File: config.mk
export PLATFORM = sky130hd
export DESIGN_NAME = wb_sram_sequencer
export DESIGN_NICKNAME = d
export VERILOG_FILES = /design/src/rtl/wb_sram_sequencer.sv
export SDC_FILE = /design/constraint.sdc
export NUM_CORES = 1
export LEC_CHECK = 0
export CAP_MARGIN = 10
export CORE_AREA = 2 2 137 139
export DETAILED_ROUTE_END_ITERATION = 16
export DIE_AREA = 0 0 139 141
export HOLD_SLACK_MARGIN = 0.05
export MAX_ROUTING_LAYER = met4
export PLACE_DENSITY = 0.81
export SETUP_SLACK_MARGIN = 0.1
export SLEW_MARGIN = 20
export SYNTH_ARGS = -nofsm -noshare
export SYNTH_HDL_FRONTEND = slang
export SYNTH_SLANG_ARGS = --single-unit
File: constraint.sdc
create_clock -name clk -period 7.3 [get_ports clk]
set_clock_uncertainty 0.2 [all_clocks]
set_input_delay 1.46 -clock clk [delete_from_list [all_inputs] [get_ports clk]]
set_output_delay 1.46 -clock clk [all_outputs]
set_load 0.1 [all_outputs]
File: src/rtl/wb_sram_sequencer.sv
// Wishbone slave that turns single transfers into fixed-latency OpenRAM port cycles for banks A and B.
// Define WRITE_VERIFY_EN to add a port1 read-back check after every SRAM write.
module wb_sram_sequencer #(
  parameter logic [31:0] BASE_ADDR = 32'h3000_0000,
  parameter int          A_AW      = 8,
  parameter int          B_AW      = 9,
  parameter int          RD_WAIT   = 2
) (
  input  logic            clk,
  input  logic            resetn,
  input  logic            wbs_cyc_i,
  input  logic            wbs_stb_i,
  input  logic            wbs_we_i,
  input  logic [3:0]      wbs_sel_i,
  input  logic [31:0]     wbs_adr_i,
  input  logic [31:0]     wbs_dat_i,
  output logic            wbs_ack_o,
  output logic [31:0]     wbs_dat_o,
  output logic [A_AW-1:0] addrA0,
  output logic [A_AW-1:0] addrA1,
  output logic [31:0]     dinA0,
  output logic            webA,
  output logic [3:0]      wmaskA,
  output logic            csbA0,
  output logic            csbA1,
  output logic [B_AW-1:0] addrB0,
  output logic [B_AW-1:0] addrB1,
  output logic [31:0]     dinB0,
  output logic            webB,
  output logic [3:0]      wmaskB,
  output logic            csbB0,
  output logic            csbB1,
  input  logic [31:0]     doutA0,
  input  logic [31:0]     doutA1,
  input  logic [31:0]     doutB0,
  input  logic [31:0]     doutB1,
  output logic [2:0]      user_irq,
  output logic [2:0]      dbg_state_o
);

  // Handshake: a request is cyc&stb sampled in IDLE while no ack is showing; ack is a
  // one-cycle registered pulse, and the master must drop stb the cycle after it sees ack.
  typedef enum logic [2:0] {
    S_IDLE   = 3'd0,
    S_ISSUE  = 3'd1,
    S_WAIT   = 3'd2,
    S_CAPT   = 3'd3,
    S_ACK    = 3'd4
`ifdef WRITE_VERIFY_EN
    , S_VISSUE = 3'd5
`endif
  } state_t;

  localparam logic [3:0] WAIT_INIT = 4'(RD_WAIT - 2);

  state_t          state_q;
  logic [3:0]      wait_q;
  logic            is_rd_q, bank_b_q, ack_q, irq1_q;
  logic [31:0]     wbs_dat_q, dinA0_q, dinB0_q;
  logic [A_AW-1:0] addrA0_q;
  logic [B_AW-1:0] addrB0_q;
  logic [3:0]      wmaskA_q, wmaskB_q;
  logic            webA_q, webB_q, csbA0_q, csbB0_q;
  logic [7:0]      unm_cnt_q, err_cnt;
  logic            irq0;

  logic base_hit, hit_a, hit_b, hit_s, wr_nop;
  assign base_hit = (wbs_adr_i[31:16] == BASE_ADDR[31:16]);
  assign hit_a    = base_hit && (wbs_adr_i[15:10] == 6'd0);
  assign hit_b    = base_hit && (wbs_adr_i[15:11] == 5'b00010);
  assign hit_s    = base_hit && (wbs_adr_i[15:2] == 14'h0800);
  assign wr_nop   = wbs_we_i && (wbs_sel_i == 4'd0);

`ifdef WRITE_VERIFY_EN
  logic            verify_q, irq0_q, csbA1_q, csbB1_q;
  logic [7:0]      err_cnt_q;
  logic [A_AW-1:0] addrA1_q;
  logic [B_AW-1:0] addrB1_q;
  logic [3:0]      v_sel;
  logic [31:0]     v_mask, v_dout, v_din;
  logic            v_mism;
  assign v_sel  = bank_b_q ? wmaskB_q : wmaskA_q;
  assign v_mask = {{8{v_sel[3]}}, {8{v_sel[2]}}, {8{v_sel[1]}}, {8{v_sel[0]}}};
  assign v_dout = bank_b_q ? doutB1 : doutA1;
  assign v_din  = bank_b_q ? dinB0_q : dinA0_q;
  assign v_mism = |((v_dout ^ v_din) & v_mask);
  assign err_cnt = err_cnt_q;
  assign irq0    = irq0_q;
  assign csbA1   = csbA1_q;
  assign csbB1   = csbB1_q;
  assign addrA1  = addrA1_q;
  assign addrB1  = addrB1_q;
  logic unused_bits;
  assign unused_bits = ^wbs_adr_i[1:0];
`else
  assign err_cnt = 8'd0;
  assign irq0    = 1'b0;
  assign csbA1   = 1'b1;
  assign csbB1   = 1'b1;
  assign addrA1  = '0;
  assign addrB1  = '0;
  logic unused_bits;
  assign unused_bits = ^{wbs_adr_i[1:0], doutA1, doutB1};
`endif

  always_ff @(posedge clk) begin
    if (!resetn) begin
      state_q <= S_IDLE;   wait_q <= 4'd0;    is_rd_q <= 1'b0;  bank_b_q <= 1'b0;
      ack_q <= 1'b0;       irq1_q <= 1'b0;    wbs_dat_q <= '0;  unm_cnt_q <= 8'd0;
      dinA0_q <= '0;       dinB0_q <= '0;     addrA0_q <= '0;   addrB0_q <= '0;
      wmaskA_q <= 4'd0;    wmaskB_q <= 4'd0;  webA_q <= 1'b1;   webB_q <= 1'b1;
      csbA0_q <= 1'b1;     csbB0_q <= 1'b1;
`ifdef WRITE_VERIFY_EN
      verify_q <= 1'b0;    irq0_q <= 1'b0;    err_cnt_q <= 8'd0;
      csbA1_q <= 1'b1;     csbB1_q <= 1'b1;   addrA1_q <= '0;   addrB1_q <= '0;
`endif
    end else begin
      ack_q  <= 1'b0;
      irq1_q <= 1'b0;
      if (state_q != S_IDLE && !wbs_cyc_i) begin
        // Abort: any chip select already issued finishes on its own edge.
        state_q <= S_IDLE;
        csbA0_q <= 1'b1; csbB0_q <= 1'b1; webA_q <= 1'b1; webB_q <= 1'b1;
`ifdef WRITE_VERIFY_EN
        csbA1_q <= 1'b1; csbB1_q <= 1'b1;
`endif
      end else begin
        case (state_q)
          S_IDLE: if (wbs_cyc_i && wbs_stb_i && !ack_q) begin
            is_rd_q  <= !wbs_we_i;
            bank_b_q <= hit_b;
`ifdef WRITE_VERIFY_EN
            verify_q <= 1'b0;
`endif
            if (hit_a && !wr_nop) begin
              addrA0_q <= wbs_adr_i[2 +: A_AW]; dinA0_q <= wbs_dat_i; wmaskA_q <= wbs_sel_i;
              webA_q   <= !wbs_we_i;            csbA0_q <= 1'b0;      state_q  <= S_ISSUE;
            end else if (hit_b && !wr_nop) begin
              addrB0_q <= wbs_adr_i[2 +: B_AW]; dinB0_q <= wbs_dat_i; wmaskB_q <= wbs_sel_i;
              webB_q   <= !wbs_we_i;            csbB0_q <= 1'b0;      state_q  <= S_ISSUE;
            end else begin
              state_q <= S_ACK;
              if (hit_s) begin
                if (!wbs_we_i) wbs_dat_q <= {16'd0, err_cnt, unm_cnt_q};
`ifdef WRITE_VERIFY_EN
                else irq0_q <= 1'b0;
`endif
              end else if (!hit_a && !hit_b) begin
                irq1_q <= 1'b1;
                if (unm_cnt_q != 8'hFF) unm_cnt_q <= unm_cnt_q + 8'd1;
                if (!wbs_we_i) wbs_dat_q <= 32'd0;
              end
            end
          end
          S_ISSUE: begin
            csbA0_q <= 1'b1; csbB0_q <= 1'b1; webA_q <= 1'b1; webB_q <= 1'b1;
            if (is_rd_q) begin
              if (RD_WAIT > 1) begin state_q <= S_WAIT; wait_q <= WAIT_INIT; end
              else state_q <= S_CAPT;
            end else begin
`ifdef WRITE_VERIFY_EN
              state_q  <= S_VISSUE;
              verify_q <= 1'b1;
              if (bank_b_q) begin addrB1_q <= addrB0_q; csbB1_q <= 1'b0; end
              else begin addrA1_q <= addrA0_q; csbA1_q <= 1'b0; end
`else
              state_q <= S_ACK;
`endif
            end
          end
`ifdef WRITE_VERIFY_EN
          S_VISSUE: begin
            csbA1_q <= 1'b1; csbB1_q <= 1'b1;
            if (RD_WAIT > 1) begin state_q <= S_WAIT; wait_q <= WAIT_INIT; end
            else state_q <= S_CAPT;
          end
`endif
          S_WAIT: begin
            if (wait_q == 4'd0) state_q <= S_CAPT;
            else wait_q <= wait_q - 4'd1;
          end
          S_CAPT: begin
            state_q <= S_ACK;
`ifdef WRITE_VERIFY_EN
            if (verify_q) begin
              if (v_mism) begin
                irq0_q <= 1'b1;
                if (err_cnt_q != 8'hFF) err_cnt_q <= err_cnt_q + 8'd1;
              end
            end else
`endif
            wbs_dat_q <= bank_b_q ? doutB0 : doutA0;
          end
          S_ACK: begin
            ack_q   <= 1'b1;
            state_q <= S_IDLE;
          end
          default: state_q <= S_IDLE;
        endcase
      end
    end
  end

  assign wbs_ack_o   = ack_q;
  assign wbs_dat_o   = wbs_dat_q;
  assign addrA0      = addrA0_q;
  assign dinA0       = dinA0_q;
  assign webA        = webA_q;
  assign wmaskA      = wmaskA_q;
  assign csbA0       = csbA0_q;
  assign addrB0      = addrB0_q;
  assign dinB0       = dinB0_q;
  assign webB        = webB_q;
  assign wmaskB      = wmaskB_q;
  assign csbB0       = csbB0_q;
  assign user_irq    = {1'b0, irq1_q, irq0};
  assign dbg_state_o = state_q;

endmodule

# Yosys cells after proc, flatten, opt, wreduce, memory -nomap -nowiden

Index checks and enable logic that the tools add are counted.

Bits in registers: 144
Logic and storage cells: 115

Add/subtract/negate cells: 2
Equality and inequality tests: 19
Multiplexer cells: 34
Bitwise logic cells: 7
Reduce and logical (&&, ||, !) cells: 35

Operators with widths:

| cell                 | count |
|---|---|
| $mux 32              | 8 |
| $pmux 32 s2          | 1 |
| $eq 16x14->1 const B | 1 |
| $ne 2x2->1 const B   | 8 |
| $reduce_and 8->1     | 2 |
| $mux 3               | 5 |
| $eq 14x12->1 const B | 1 |
| $mux 1               | 12 |
| $pmux 3 s4           | 1 |
| $reduce_and 4->1     | 3 |
| $logic_and 1x1->1    | 10 |
| $ne 3x3->1 const B   | 3 |
| $add 8x1->8 const B  | 1 |
| $logic_not 4->1      | 2 |
| $mux 4               | 2 |
| $ne 8x8->1 const B   | 1 |
| $pmux 1 s2           | 4 |
| $pmux 4 s2           | 1 |
| $not 1->1            | 7 |
| $reduce_or 7->1      | 1 |
| $eq 3x2->1 const B   | 2 |
| $logic_not 1->1      | 6 |
| $logic_not 6->1      | 1 |
| $reduce_and 3->1     | 2 |
| other kinds (10)     | 12 |

# Depth between registers and ports, before layout

Word-level depth: 10
Depth in mapped cells: 8

# Worst setup path before layout

OpenSTA, ideal clock, no wires.

Kind: input -> register
Start: input wbs_adr_i[26]
End: register addrB0_q[0] (netlist: addrB0[0])
Library setup time: 0.132 ns
Data arrival time: 3.073 ns
Setup slack: 3.894 ns
Stages on the path: 7
Buffers on the path: 2
Cell sequence: nor4bb_1 > nand4_2 > or4_1 > buf_2 > buf_2 > nand2_1 > a21oi_1

Cells in the longest elaborated chain, start to end: 5
Elaborated cells between the ends (all ways): 7
Those cells by class: eq/ne (1); bitwise (1); reduce/logical (5)

RTL lines:

| what                           | RTL line | text |
|---|---|---|
| start: declaration             | 15       | `input logic [31:0] wbs_adr_i,` |
| $eq 16x14->1 (*)               | 68       | `assign base_hit = (wbs_adr_i[31:16] == BASE_ADDR[31:16]);` |
| $logic_and 1x1->1              | 69       | `assign hit_a = base_hit && (wbs_adr_i[15:10] == 6'd0);` |
| $logic_and 1x1->1              | 135      | `if (hit_a && !wr_nop) begin` |
| $not 1->1 (no line)            | --       |  |
| $reduce_and 5->1 (no line) (*) | --       |  |
| end signal: assignment         | 139      | `addrB0_q <= wbs_adr_i[2 +: B_AW]; dinB0_q <= wbs_dat_i; wmaskB_q <= wbs_sel_i;` |
| end: declaration               | 61       | `logic [B_AW-1:0] addrB0_q;` |

Mark *: on every way between the ends. The rest lies on a longest branch, timed or not.
A chain may end at the register's enable or synchronous reset.

# Worst setup path in the final report

Start: input wbs_adr_i[29]
End: register dinB0_q[14] (netlist: dinB0[14])

Cells in the longest elaborated chain, start to end: 5
Elaborated cells between the ends (all ways): 7
Those cells by class: eq/ne (1); bitwise (1); reduce/logical (5)

RTL lines:

| what                           | RTL line | text |
|---|---|---|
| $eq 16x14->1 (*)               | 68       |  |
| $logic_and 1x1->1              | 69       |  |
| $logic_and 1x1->1              | 135      |  |
| $not 1->1 (no line)            | --       |  |
| $reduce_and 5->1 (no line) (*) | --       |  |
| end signal: assignment         | 139      |  |
| end: declaration               | 59       | `logic [31:0] wbs_dat_q, dinA0_q, dinB0_q;` |

Marked as above.

==> out/metrics.cfg <==
[outcome]
status = finished, final reports clean

[global_routing]
global_routing_met2_resource_utilization_pct = 32.98
fraction_of_met1_tracks_used_by_global_routing_pct = 24.04
grt.overflow.total = 0
antenna_found_initial = 0
grt_pass1_vias = 6041
gr-max-usage-layer = met2
grt_util_met3_pct = 4.144
grt_max_degree = 57
grt_pass1_wl_um = 30730
global_route.usage.total_pct = 19.94

[layout]
antenna_cells = 0
area_delta_synth_final_pct = 52.56
nets = 1200
layout_commonest_cell = clkdlybuf4s50_1
utilization_pct = 52.55
num-fill-cells = 1665
register_area_sq_mm = 0.002884
share_of_final_layout_standard_cells_stronger_than_drive_strength_1_pct = 8.226
multi_input_area_sq_mm = 0.003057
layout.cells.most_common_list = clkdlybuf4s50_1, nand2_1, dfxtp_1

[timing]
setup-tns-final_ps = 0
final_period_minus_worst_setup_slack_ps = 4116
timing.final.crit_share_pct = 56.39
timing.final.hold_violations = 0
final.setup.worst_slack_ps = 3184
fmax_mhz = 242.9
slew_headroom_pct = 30.65
setup_viol = 0
grt_setup_unrepaired = false
hold_slack_ps = 245.4
worstMarginPinSlew_ps = 1037
total_count_of_max_transition_violations_in_the_final_report = 0

[detailed_routing]
number_of_drc_markers_after_the_initial_detailed_route_iteration = 375
post_drt_wl_per_cell_um = 15.53
dr.pass1.iters = 5
routed_wirelength_um = 19300
num_vias = 6392
route.detailed.vias_per_inst = 5.142
detail_route.drc_violations = 0
antenna_violating_nets_post_route = 0

[power_and_ir_drop]
power.sequential.fraction_pct = 40.5
switching_share_pct = 25.31
pwr-share-comb_pct = 11.3
p_per_area_mw_per_mm2 = 204.5
p_sw_uw = 496.9
power_leakage_uw = 0.003185
power_report.internal_total_uw = 1466
vdd_ir_drop_max_v = 0.0001461
p_clk_share_pct = 48.2

[placement]
gp_routability_congestion = 0.8530
port_buffers = 264
placed_wire_length_estimate_um = 13470
detailedPlace.worstSlack_ps = 2742

[clock_tree]
tritoncts = yes
cts_buffer_depth = 2
cts_num_sinks = 144
post_cts.resized_instances = 0
numCtsBuffers = 17
post_cts_hold_buffer_count = 0
cts.clk_slew.worst_paths_ps = 60
postCtsSetupBuffers = 0
cts.htree.levels = 4
cts-root-buf = clkbuf_16
clock_latency_on_the_worst_skew_pair_ps = 420

[worst_hold_path]
min_delay_worst_endpoint = wbs_dat_o[26]
hold_path_startpoint = wbs_dat_o[26]
min_delay_path_depth = 2
hold_path.class = reg2reg

[synthesis]
netlist_area_sq_mm = 0.006292
syn-mean-instance-area_sq_um = 8.225
number_of_warning_messages_in_the_yosys_log = 0
syn-instance-count = 765
count_of_distinct_cell_types_in_the_synthesized_netlist = 53
ys_seq_elements = 144
synth_seq_area_share_pct = 45.81

[setup_path]
worstPathArrival_ps = 4180
crit_path_cell_chain = clkdlybuf4s50_1, nor4bb_1, nand4_2, or4_2, nand2_1, a21oi_1
cp-start-kind = input pin
reg2reg_slack_ps = 4290
crit_fanout = 45
r2r_end = dinB0[14]
worst_path_largest_cell_delay_ps = 1160
critPathTopFamily = simple AND/OR/NAND/NOR gates
cp-end-kind = flop
timing.rr.start = dbg_state_o[0]
cp_data_required_time_ps = 7360
reg2regPathDepth = 5
worst_path_max_delay_cell = or4_2
critPathKind = in2reg
worstPathBufferInverterCount = 1

[run]
maxCapViolations = 0

[floorplan]
placementRows = 50
die_ar_sq_mm = 0.01960
chipWidth_um = 139
die_h_um = 141
initial_utilization_pct = 34.45
core_area_sq_mm = 0.01827
io_pins = 352

-- state kept, by name, summed over array words and instances, names as in the netlist, 3 cells and up --
name and cells:
unm_cnt_q 8, wbs_dat_o 32, dbg_state_o 3, dinA0 32, addrB0 9, wait_q 4
dinB0 32, wmaskB 4, wmaskA 4, addrA0 8
-- stage by stage --
| step | cells | power [uW] | cell area, sq um |
|---|---|---|---|
| CTS | 1243 | 1981 | 9594 |
| global placement | 1211 | 1032 | 8951 |
| detailed placement | 1211 | 1033 | 8951 |
| floorplan | 784 | 943.5 | 6364 |
| finish | 1243 | 1963 | 9599 |
| global route | 1243 | 2023 | 9599 |
-- power groups by stage --
stage	combinational, uW	clock (uW)	sequential (uW)
after global routing	234	994	796
final	222	946	795
after detailed placement	221	0	812
after CTS	222	965	795
after global placement	220	0	812
after floorplan	106	0	837
-- cell usage after synthesis, drive strengths merged --
cell     count  area share (%)
nand2      211              13
dfxtp      144              46
a21oi      112             8.9
buf         48             4.8
o21ai       33             2.6
clkbuf      30             1.8
nand4       30             3.1
mux2        24             4.3
nor2        19             1.2
a41oi       10             1.4
mux2i       10             1.6
a211oi       9             1.6
or4          9             1.1
nand3        8            0.64
inv          7            0.42
nor4         7             1.3
o31ai        5            0.60
or3          5            0.50
nor3         4            0.40
a21o         3            0.36
a221o        3            0.48
and3b        3            0.42
ha           3            0.60
nand3b       3            0.36
nor4b        3            0.66
and2         2            0.24
and3         2            0.20
conb         2            0.12
nand2b       2            0.20
o21bai       2            0.24
or3b         2            0.28
a2111o       1            0.18
a2111oi      1            0.14
a22oi        1            0.12
a41o         1            0.16
nor2b        1           0.099
nor4bb       1            0.16
o211a        1            0.16
o22a         1            0.14
or2          1           0.099
or4b         1            0.16
-- worst max path at each step --
stage | slack (ps) | cells past startpoint | from | endpoint
global placement | 2770 | 6 | resetn | wbs_dat_o[23]
finish | 3180 | 6 | wbs_adr_i[29] | dinB0[14]
detailed placement | 2740 | 6 | wbs_adr_i[29] | dinB0[14]
floorplan | 3890 | 7 | wbs_adr_i[26] | addrB0[0]
CTS | 3190 | 6 | wbs_adr_i[29] | dinB0[14]
global route | 2860 | 6 | resetn | wbs_dat_o[19]
-- layer usage --
metal,up-vias,routed length (um)
met2,302,9358
met3,29,1417
met4,0,318
met5,-,0
li1,3092,-
met1,2969,8204
-- cell families (layout without fill, tap and decap cells) --
kind of cell / after synthesis / in the layout / synth area share (%)
compound gates: 183 / 183 / 17.04
fa+ha+maj: 3 / 3 / 0.5966
buf+inv: 85 / 310 / 6.960
flops: 144 / 144 / 45.81
mux: 34 / 34 / 5.886
other cells: 2 / 21 / 0.1194
simple gates: 314 / 314 / 23.58
-- worst reg2reg max path, stage by stage, from the launching register on --
cell and delay, ps:
dfxtp_1 470, nor3_2 560, nand3_1 250, or4_2 1050, nand2_1 260, a21oi_1 80
-- cell type report --
class | count | share of cell area, %
repair buffers | 271 | 28.08
clock buffers | 18 | 4.575
clock inverters | 14 | 2.125
well taps | 234 | 3.050
inverters | 7 | 0.2868
flip-flops and latches | 144 | 30.04
multi-input cells | 555 | 31.84
(Power assumes the default switching activity.)
